[config.mk]
export PLATFORM = sky130hd
export DESIGN_NAME = fpu_sp_adder_flat
export DESIGN_NICKNAME = d
export VERILOG_FILES = /design/src/rtl/fpu_sp_pkg.sv /design/src/rtl/fpu_sp_adder_if.sv /design/src/rtl/fpu_sp_lzc.sv /design/src/rtl/fpu_sp_adder.sv /design/src/flat_wrapper.sv
export SDC_FILE = /design/constraint.sdc
export NUM_CORES = 1
export LEC_CHECK = 0
export ABC_AREA = 0
export CAP_MARGIN = 25
export CORE_MARGIN = 5
export CORE_UTILIZATION = 45
export CTS_CLUSTER_DIAMETER = 150
export DETAILED_ROUTE_END_ITERATION = 6
export GPL_TIMING_DRIVEN = 0
export PLACE_DENSITY = 0.61
export SLEW_MARGIN = 25
export SYNTH_ARGS = -nofsm -noshare
export SYNTH_HDL_FRONTEND = slang
export SYNTH_SLANG_ARGS = --single-unit
[constraint.sdc]
create_clock -name clk -period 22.1 [get_ports clk]
set_input_delay 3.315 -clock clk [delete_from_list [all_inputs] [get_ports clk]]
set_output_delay 3.315 -clock clk [all_outputs]
set_load 0.02 [all_outputs]
[src/rtl/fpu_sp_pkg.sv]
// Shared binary32 constants and field layout for the single-precision FPU blocks.
package fpu_sp_pkg;

  localparam int unsigned EXP_W   = 8;
  localparam int unsigned FRAC_W  = 23;
  localparam int unsigned BIAS    = 127;
  localparam int unsigned EXP_MAX = 255;

  localparam logic [31:0] QNAN    = 32'h7FC0_0000;
  localparam logic [31:0] POS_INF = 32'h7F80_0000;

  typedef struct packed {
    logic              sign;
    logic [EXP_W-1:0]  exp;
    logic [FRAC_W-1:0] frac;
  } fp32_t;

endpackage

[src/rtl/fpu_sp_adder_if.sv]
// Operand/result bundle between an FPU issue stage and the binary32 adder.
interface fpu_sp_adder_if;

  logic        in_valid;
  logic [31:0] a;
  logic [31:0] b;
  logic [31:0] result;
  logic        out_valid;
  logic        overflow;
  logic        underflow;

  modport master (
    output in_valid, a, b,
    input  result, out_valid, overflow, underflow
  );

  modport slave (
    input  in_valid, a, b,
    output result, out_valid, overflow, underflow
  );

endinterface

[src/rtl/fpu_sp_lzc.sv]
// Combinational 28-bit leading-zero counter; an all-zero input reports 28.
module fpu_sp_lzc (
  input  logic [27:0] value,
  output logic [4:0]  zeros_c
);

  // Scanning upward lets the highest set bit win.
  always_comb begin
    zeros_c = 5'd28;
    for (int i = 0; i < 28; i++) begin
      if (value[i]) zeros_c = 5'(27 - i);
    end
  end

endmodule

[src/rtl/fpu_sp_adder.sv]
// IEEE-754 binary32 adder: flush-to-zero, round-to-nearest-even, one register stage.
module fpu_sp_adder
  import fpu_sp_pkg::*;
#(
  parameter int unsigned WIDTH = 32
) (
  input  logic         clk,
  input  logic         rst,
  fpu_sp_adder_if.slave bus
);

  localparam int unsigned MANT_W = FRAC_W + 1;
  localparam int unsigned EXT_W  = MANT_W + 3;
  localparam int unsigned SUM_W  = EXT_W + 1;
  localparam int unsigned WIDE_W = 2 * MANT_W + 2;

  generate
    if (WIDTH != 32) begin : g_width_check
      $error("fpu_sp_adder supports WIDTH=32 only");
    end
  endgenerate

  fp32_t ua, ub;
  assign ua = fp32_t'(bus.a);
  assign ub = fp32_t'(bus.b);

  logic a_nan, b_nan, a_inf, b_inf;
  assign a_nan = (ua.exp == 8'hFF) && (ua.frac != '0);
  assign b_nan = (ub.exp == 8'hFF) && (ub.frac != '0);
  assign a_inf = (ua.exp == 8'hFF) && (ua.frac == '0);
  assign b_inf = (ub.exp == 8'hFF) && (ub.frac == '0);

  // Denormals carry exp=0, so a zero mantissa flushes them on input.
  logic [MANT_W-1:0] mant_a, mant_b;
  assign mant_a = (ua.exp != '0) ? {1'b1, ua.frac} : '0;
  assign mant_b = (ub.exp != '0) ? {1'b1, ub.frac} : '0;

  logic              sign_x, sign_y;
  logic [EXP_W-1:0]  exp_x, diff;
  logic [MANT_W-1:0] mant_x, mant_y;
  logic [WIDE_W-1:0] y_wide;
  logic [EXT_W-1:0]  x_ext, y_ext;
  logic [SUM_W-1:0]  sum;
  logic [4:0]        lz;

  always_comb begin
    if ({ua.exp, mant_a} >= {ub.exp, mant_b}) begin
      sign_x = ua.sign; exp_x = ua.exp; mant_x = mant_a;
      sign_y = ub.sign; diff  = ua.exp - ub.exp; mant_y = mant_b;
    end else begin
      sign_x = ub.sign; exp_x = ub.exp; mant_x = mant_b;
      sign_y = ua.sign; diff  = ub.exp - ua.exp; mant_y = mant_a;
    end
  end

  // Low 24 bits of the wide shift are everything pushed past the round bit.
  assign y_wide = {mant_y, 26'd0} >> diff;
  assign x_ext  = {mant_x, 3'b000};
  assign y_ext  = (diff >= 8'd27) ? {26'd0, |mant_y}
                                  : {y_wide[WIDE_W-1:24], |y_wide[23:0]};
  assign sum    = (sign_x ^ sign_y) ? ({1'b0, x_ext} - {1'b0, y_ext})
                                    : ({1'b0, x_ext} + {1'b0, y_ext});

  fpu_sp_lzc u_lzc (
    .value   (sum),
    .zeros_c (lz)
  );

  logic [EXT_W-1:0] norm;
  logic [SUM_W-1:0] shifted;
  logic [9:0]       exp_n, exp_r;
  logic             round_up;
  logic [MANT_W:0]  mant_r;
  logic [FRAC_W-1:0] frac_f;

  // Normalize to a leading one at bit 26, then round on guard/round/sticky.
  always_comb begin
    shifted = sum << (lz - 5'd1);
    if (sum[SUM_W-1]) begin
      norm  = {sum[SUM_W-1:2], sum[1] | sum[0]};
      exp_n = 10'(exp_x) + 10'd1;
    end else begin
      norm  = shifted[EXT_W-1:0];
      exp_n = 10'(exp_x) + 10'd1 - 10'(lz);
    end
    round_up = norm[2] & (norm[1] | norm[0] | norm[3]);
    mant_r   = {1'b0, norm[EXT_W-1:3]} + (MANT_W+1)'(round_up);
    if (mant_r[MANT_W]) begin
      frac_f = mant_r[MANT_W-1:1];
      exp_r  = exp_n + 10'd1;
    end else begin
      frac_f = mant_r[FRAC_W-1:0];
      exp_r  = exp_n;
    end
  end

  logic [31:0] res_c;
  logic        ovf_c, unf_c;

  always_comb begin
    res_c = {sign_x, exp_r[EXP_W-1:0], frac_f};
    ovf_c = 1'b0;
    unf_c = 1'b0;
    if (a_nan || b_nan || (a_inf && b_inf && (ua.sign != ub.sign))) begin
      res_c = QNAN;
    end else if (a_inf) begin
      res_c = bus.a;
    end else if (b_inf) begin
      res_c = bus.b;
    end else if (sum == '0) begin
      // Only -0 + -0 keeps a negative sign; true cancellation gives +0.
      res_c = {(mant_a == '0) && (mant_b == '0) && ua.sign && ub.sign, 31'd0};
    end else if (!exp_r[9] && (exp_r >= 10'(EXP_MAX))) begin
      res_c = POS_INF | {sign_x, 31'd0};
      ovf_c = 1'b1;
    end else if (exp_r[9] || (exp_r == 10'd0)) begin
      res_c = {sign_x, 31'd0};
      unf_c = 1'b1;
    end
  end

  logic [31:0] result_q;
  logic        valid_q, ovf_q, unf_q;

  always_ff @(posedge clk) begin
    if (rst) begin
      result_q <= '0;
      valid_q  <= 1'b0;
      ovf_q    <= 1'b0;
      unf_q    <= 1'b0;
    end else begin
      valid_q <= bus.in_valid;
      if (bus.in_valid) begin
        result_q <= res_c;
        ovf_q    <= ovf_c;
        unf_q    <= unf_c;
      end
    end
  end

  assign bus.result    = result_q;
  assign bus.out_valid = valid_q;
  assign bus.overflow  = ovf_q;
  assign bus.underflow = unf_q;

endmodule

[src/flat_wrapper.sv]
// flat-port wrapper written by rule: the top's interface ports become plain ports
module fpu_sp_adder_flat import fpu_sp_pkg::*;
#(
  parameter int unsigned WIDTH = 32
)
  (clk, rst, bus_in_valid, bus_a, bus_b, bus_result, bus_out_valid, bus_overflow, bus_underflow);
  fpu_sp_adder_if bus_i ();
  input  logic clk;
  input  logic rst;
  input wire logic [$bits(bus_i.in_valid)-1:0] bus_in_valid;
  input wire logic [$bits(bus_i.a)-1:0] bus_a;
  input wire logic [$bits(bus_i.b)-1:0] bus_b;
  output wire logic [$bits(bus_i.result)-1:0] bus_result;
  output wire logic [$bits(bus_i.out_valid)-1:0] bus_out_valid;
  output wire logic [$bits(bus_i.overflow)-1:0] bus_overflow;
  output wire logic [$bits(bus_i.underflow)-1:0] bus_underflow;
  assign bus_i.in_valid = bus_in_valid;
  assign bus_i.a = bus_a;
  assign bus_i.b = bus_b;
  assign bus_result = bus_i.result;
  assign bus_out_valid = bus_i.out_valid;
  assign bus_overflow = bus_i.overflow;
  assign bus_underflow = bus_i.underflow;
  fpu_sp_adder #(.WIDTH(WIDTH)) u_core (.clk(clk), .rst(rst), .bus(bus_i));
endmodule
==> results list <==
- Entering global routing, the biggest net connects 11 pins.
- In this run, post-CTS hold repair placed 0 buffers.
- The worst register-to-register path has a depth of 4.
* Die Footprint: 36230 µm²
- Setup violations remaining at the end of the flow were counted as 0.
* Drc violations: 0
- Outcome: complete, no violations
- Detailed placer's ending HPWL: 59110 µm
- Final GP Congestion: between 1 and 1.5
- Yosys top cell by area: sky130_fd_sc_hd__ha_1
- Max-slew headroom at the worst pin: 0.2760
- The setup path with the least slack is of type in2reg.
- In this run the remaining antenna-violating nets after routing total 0.
* Via total after detailed routing: 19060
* Post-synthesis sequential element count: 35
- After synthesis, the mean cell area works out to ~6.6 µm².
- The number of different library cells used by synthesis comes to 106.
- The die is 190.3 µm tall.
- The repair_antennas step left the layout with diodes totalling 0.
- On the final layout, the worst clock skew is 0 ns.
- The number of gates resized after CTS was 0.
- Filler cells: 3393
* Vias in the first global route: 17960
* Setup TNS: 0 ns
- After layout, the minimum clock period comes to roughly 21 ns.
- Global routing finished with a remaining overflow of 0.
- STA puts the critical path data required time at 22.25 ns.
- The initialized floorplan defines 66 standard-cell rows.
* Worst slew pin tran: 1.075 ns
- Startpoint types: input pin
- Largest stage delay, worst path: 0.74 ns
- The most numerous cell type found on the critical path is sky130_fd_sc_hd__clkbuf_1.
- Initial cell density of the core: 0.4532
* Post-Place Cell Area: 16250 µm²
- Number of antenna violations at the first check in global routing: 0
* Worst-case clock buffer depth: 2
- Critical Path Sink Type: flop
* Synth warnings: 0
- Summed over all cells, the static leakage comes to 6.453 nW.
- TritonCTS built the clock tree.
- Register clock-pin slew on the reported worst setup and hold paths: 0.05 ns
* Worst hold path cell count: 2
- From synthesis to final layout, the design area changed by 12.20%.
- The first detailed-routing pass took 7 iterations.
* Sinks on the clock net: 35
* Critical Path Fanout Max: 19
* Buffer type at the clock tree root: sky130_fd_sc_hd__clkbuf_16
- Cell count along the critical path: 58
* Top Ports: ~100
- Sequential cell area: 700.7 µm²
- Counting both buffers and inverters, the worst setup path holds a total of 18.
* Count of routing violations after the opening detailed-route iteration: 2011
- In the post-synthesis netlist, the biggest area contributors are sky130_fd_sc_hd__ha_1 (8.2%), sky130_fd_sc_hd__nand2_1 (6.2%), sky130_fd_sc_hd__a21oi_1 (5.8%).
* Mapped Cells: 2221
* Dominant synthesized flop cell: sky130_fd_sc_hd__dfxtp_1
- Fraction of layout cells with a size suffix above 1: 0.06695
- For this run, the register share of the synthesized area comes to 0.04788.
- Number of pins with negative max-slew slack in the final report: 0
- In the final routed layout, each cell accounts on average for 25.89 µm.
* Port buffer count: 101
* Die X: 190.3 µm
- Number of hold violations in the final report: 0
* Count of flip-flops with a built-in enable after synthesis: 0
- The final layout contains 2497 nets.
- When the netlist entered floorplanning its net count stood at 2388.
* H-tree depth: 2
* Post-synthesis cell area: 14630 µm²
- Dividing total power by cell area gives a power density of 100.3 nW/µm².
- Share of synthesized registers carrying an async set or reset: 0
- Max-Cap Viols: 0
- Summing all multi-input logic gate instances after layout gives 12950 µm².
* Post-CTS setup-driven buffer insertion count: 0
* CTS buffer count: 5
- The kind of cell with the highest combined delay along the critical path is simple AND/OR/NAND/NOR gates.
- The slowest stage of the critical path is the sky130_fd_sc_hd__or4_1 cell.
- The later pin in the worst-skew pair is clocked with a latency of 0.28 ns.
- Via density: 6.876
- Setup repair after global routing missed its margin: false
* First-pass GRT wire length: ~110000 µm
- Peak Freq: 47.31 MHz
- Of the post-synthesis cell area, the dominant cell type holds 0.08208.
- STA puts the critical path data arrival time at 21.28 ns.
- VDD sags by at most 0.05528 mV.
- In the global route stage, overall resource usage came out at 0.3766.
- Class of the worst hold path: reg2reg
* Final routed wirelength across all metal layers: 71770 µm
* Final critical-path share of the clock period: 0.9564
- Total non-filler cell area in the finished layout: 16420 µm²
- The total area inside the core boundary comes to 32290 µm².
## layout make-up
cell class,instances,share of cell area
plain buffers,151,0.04023
clock buffers,6,0.008458
clock inverters,1,0.0003048
flip-flops and latches,35,0.04267
inverters,101,0.02317
repair buffers,104,0.06279
multi-input cells,1932,0.7887
well taps,442,0.03368
## path summary, 6_finish.rpt
path                                         endpoint  slack (ns)                  start
worst max-delay path             u_core.bus.result[4]        0.96              bus_a[28]
worst min-delay path            u_core.bus.result[13]        0.45  u_core.bus.result[13]
worst max register to register  u_core.bus.result[22]       21.12  u_core.bus.result[22]
worst min register to register  u_core.bus.result[13]        0.45  u_core.bus.result[13]
## metal layers
layer | global-route usage | part of all wire | vias to the layer above
met5 | 0 | 0 | -
met4 | 0.2083 | 0.072 | 0
met3 | 0.06426 | 0.095 | 291
met2 | 0.6035 | 0.44 | 1257
met1 | 0.4805 | 0.40 | 8892
li1 | - | - | 8620
## registers in the layout, summed over array words and instances, names as in the netlist
register and cells:
u_core.bus.underflow 1, u_core.bus.overflow 1, u_core.bus.result 32, u_core.bus.out_valid 1
## cells in the final DEF, fill, tap and decap left out, drive strengths merged, types with 50 or more instances in the layout
cell	count
clkbuf	109
o21ai	146
a21oi	172
inv	100
nor2	208
nand2	243
mux2i	81
nand3	80
ha	96
buf	50
clkdlybuf4s50	101
nor3	72
## tightest hold or removal path, delay by kind of cell (launching register included)
kind	cells	cell delay [ns]
AND/OR/NAND/NOR	1	0.05
AO/OA/AOI/OAI	1	0.05
flip-flops	1	0.31
## stage by stage
step,hold WS (ns),power (mW),cells,setup slack [ns],util
floorplan,0.5212,1.075,2221,6.258,-
global placement,0.4407,1.509,2764,0.3740,0.5017
detailed placement,0.4427,1.514,2766,0.3604,0.5033
CTS,0.4535,1.591,2773,0.5782,0.5078
global route,0.4752,1.742,2772,0.1824,0.5085
finish,0.4504,1.647,2772,0.9638,0.5085
## cell usage after synthesis, types with 9 or more instances
cell                        count
sky130_fd_sc_hd__nor4_1        36
sky130_fd_sc_hd__a221o_1        9
sky130_fd_sc_hd__nand3b_1       9
sky130_fd_sc_hd__mux4_2        13
sky130_fd_sc_hd__a211oi_1      44
sky130_fd_sc_hd__nand2b_1      22
sky130_fd_sc_hd__buf_2         28
sky130_fd_sc_hd__a21boi_0      11
sky130_fd_sc_hd__inv_1        100
sky130_fd_sc_hd__nor2_1       207
sky130_fd_sc_hd__nand2_1      242
sky130_fd_sc_hd__a21oi_1      169
sky130_fd_sc_hd__and3_1        16
sky130_fd_sc_hd__o21ai_0      129
sky130_fd_sc_hd__nand4_1       46
sky130_fd_sc_hd__a31oi_1       31
sky130_fd_sc_hd__a22oi_1       14
sky130_fd_sc_hd__o22ai_1       15
sky130_fd_sc_hd__or3_1         33
sky130_fd_sc_hd__and2_1        44
sky130_fd_sc_hd__clkbuf_1     103
sky130_fd_sc_hd__o21bai_1      16
sky130_fd_sc_hd__o21ai_1       16
sky130_fd_sc_hd__dfxtp_1       35
sky130_fd_sc_hd__o21a_1        18
sky130_fd_sc_hd__a2111oi_0     11
sky130_fd_sc_hd__a21o_1        42
sky130_fd_sc_hd__nor2b_1       12
sky130_fd_sc_hd__buf_1         13
sky130_fd_sc_hd__or2_2         18
sky130_fd_sc_hd__o211ai_1      37
sky130_fd_sc_hd__xnor2_1       47
sky130_fd_sc_hd__nand3_1       80
sky130_fd_sc_hd__xor2_1        15
sky130_fd_sc_hd__nor3_1        71
sky130_fd_sc_hd__o31ai_1       27
sky130_fd_sc_hd__mux2_2        31
sky130_fd_sc_hd__ha_1          96
sky130_fd_sc_hd__a211o_1       15
sky130_fd_sc_hd__a221oi_1       9
sky130_fd_sc_hd__o2111ai_1     12
sky130_fd_sc_hd__o211a_1       12
sky130_fd_sc_hd__mux2i_1       79
sky130_fd_sc_hd__or4_1         12
## power by group
part | switching (mW) | internal (mW)
combinational | 0.958 | 0.523
clock | 0.0249 | 0.0439
sequential | 0.0115 | 0.0867
## cells by family (layout without fill, tap and decap cells)
group / count (synthesis) / after routing / synth area share
AO/OA/AOI/OAI: 757 / 757 / 0.3564
XOR/XNOR: 62 / 62 / 0.03711
adder cells (fa/ha/maj): 100 / 100 / 0.08755
buffers and inverters: 254 / 363 / 0.07148
flip-flops: 35 / 35 / 0.04788
multiplexers: 127 / 127 / 0.1016
AND/OR/NAND/NOR: 886 / 886 / 0.2981
Power figures use the tool's default switching activity.
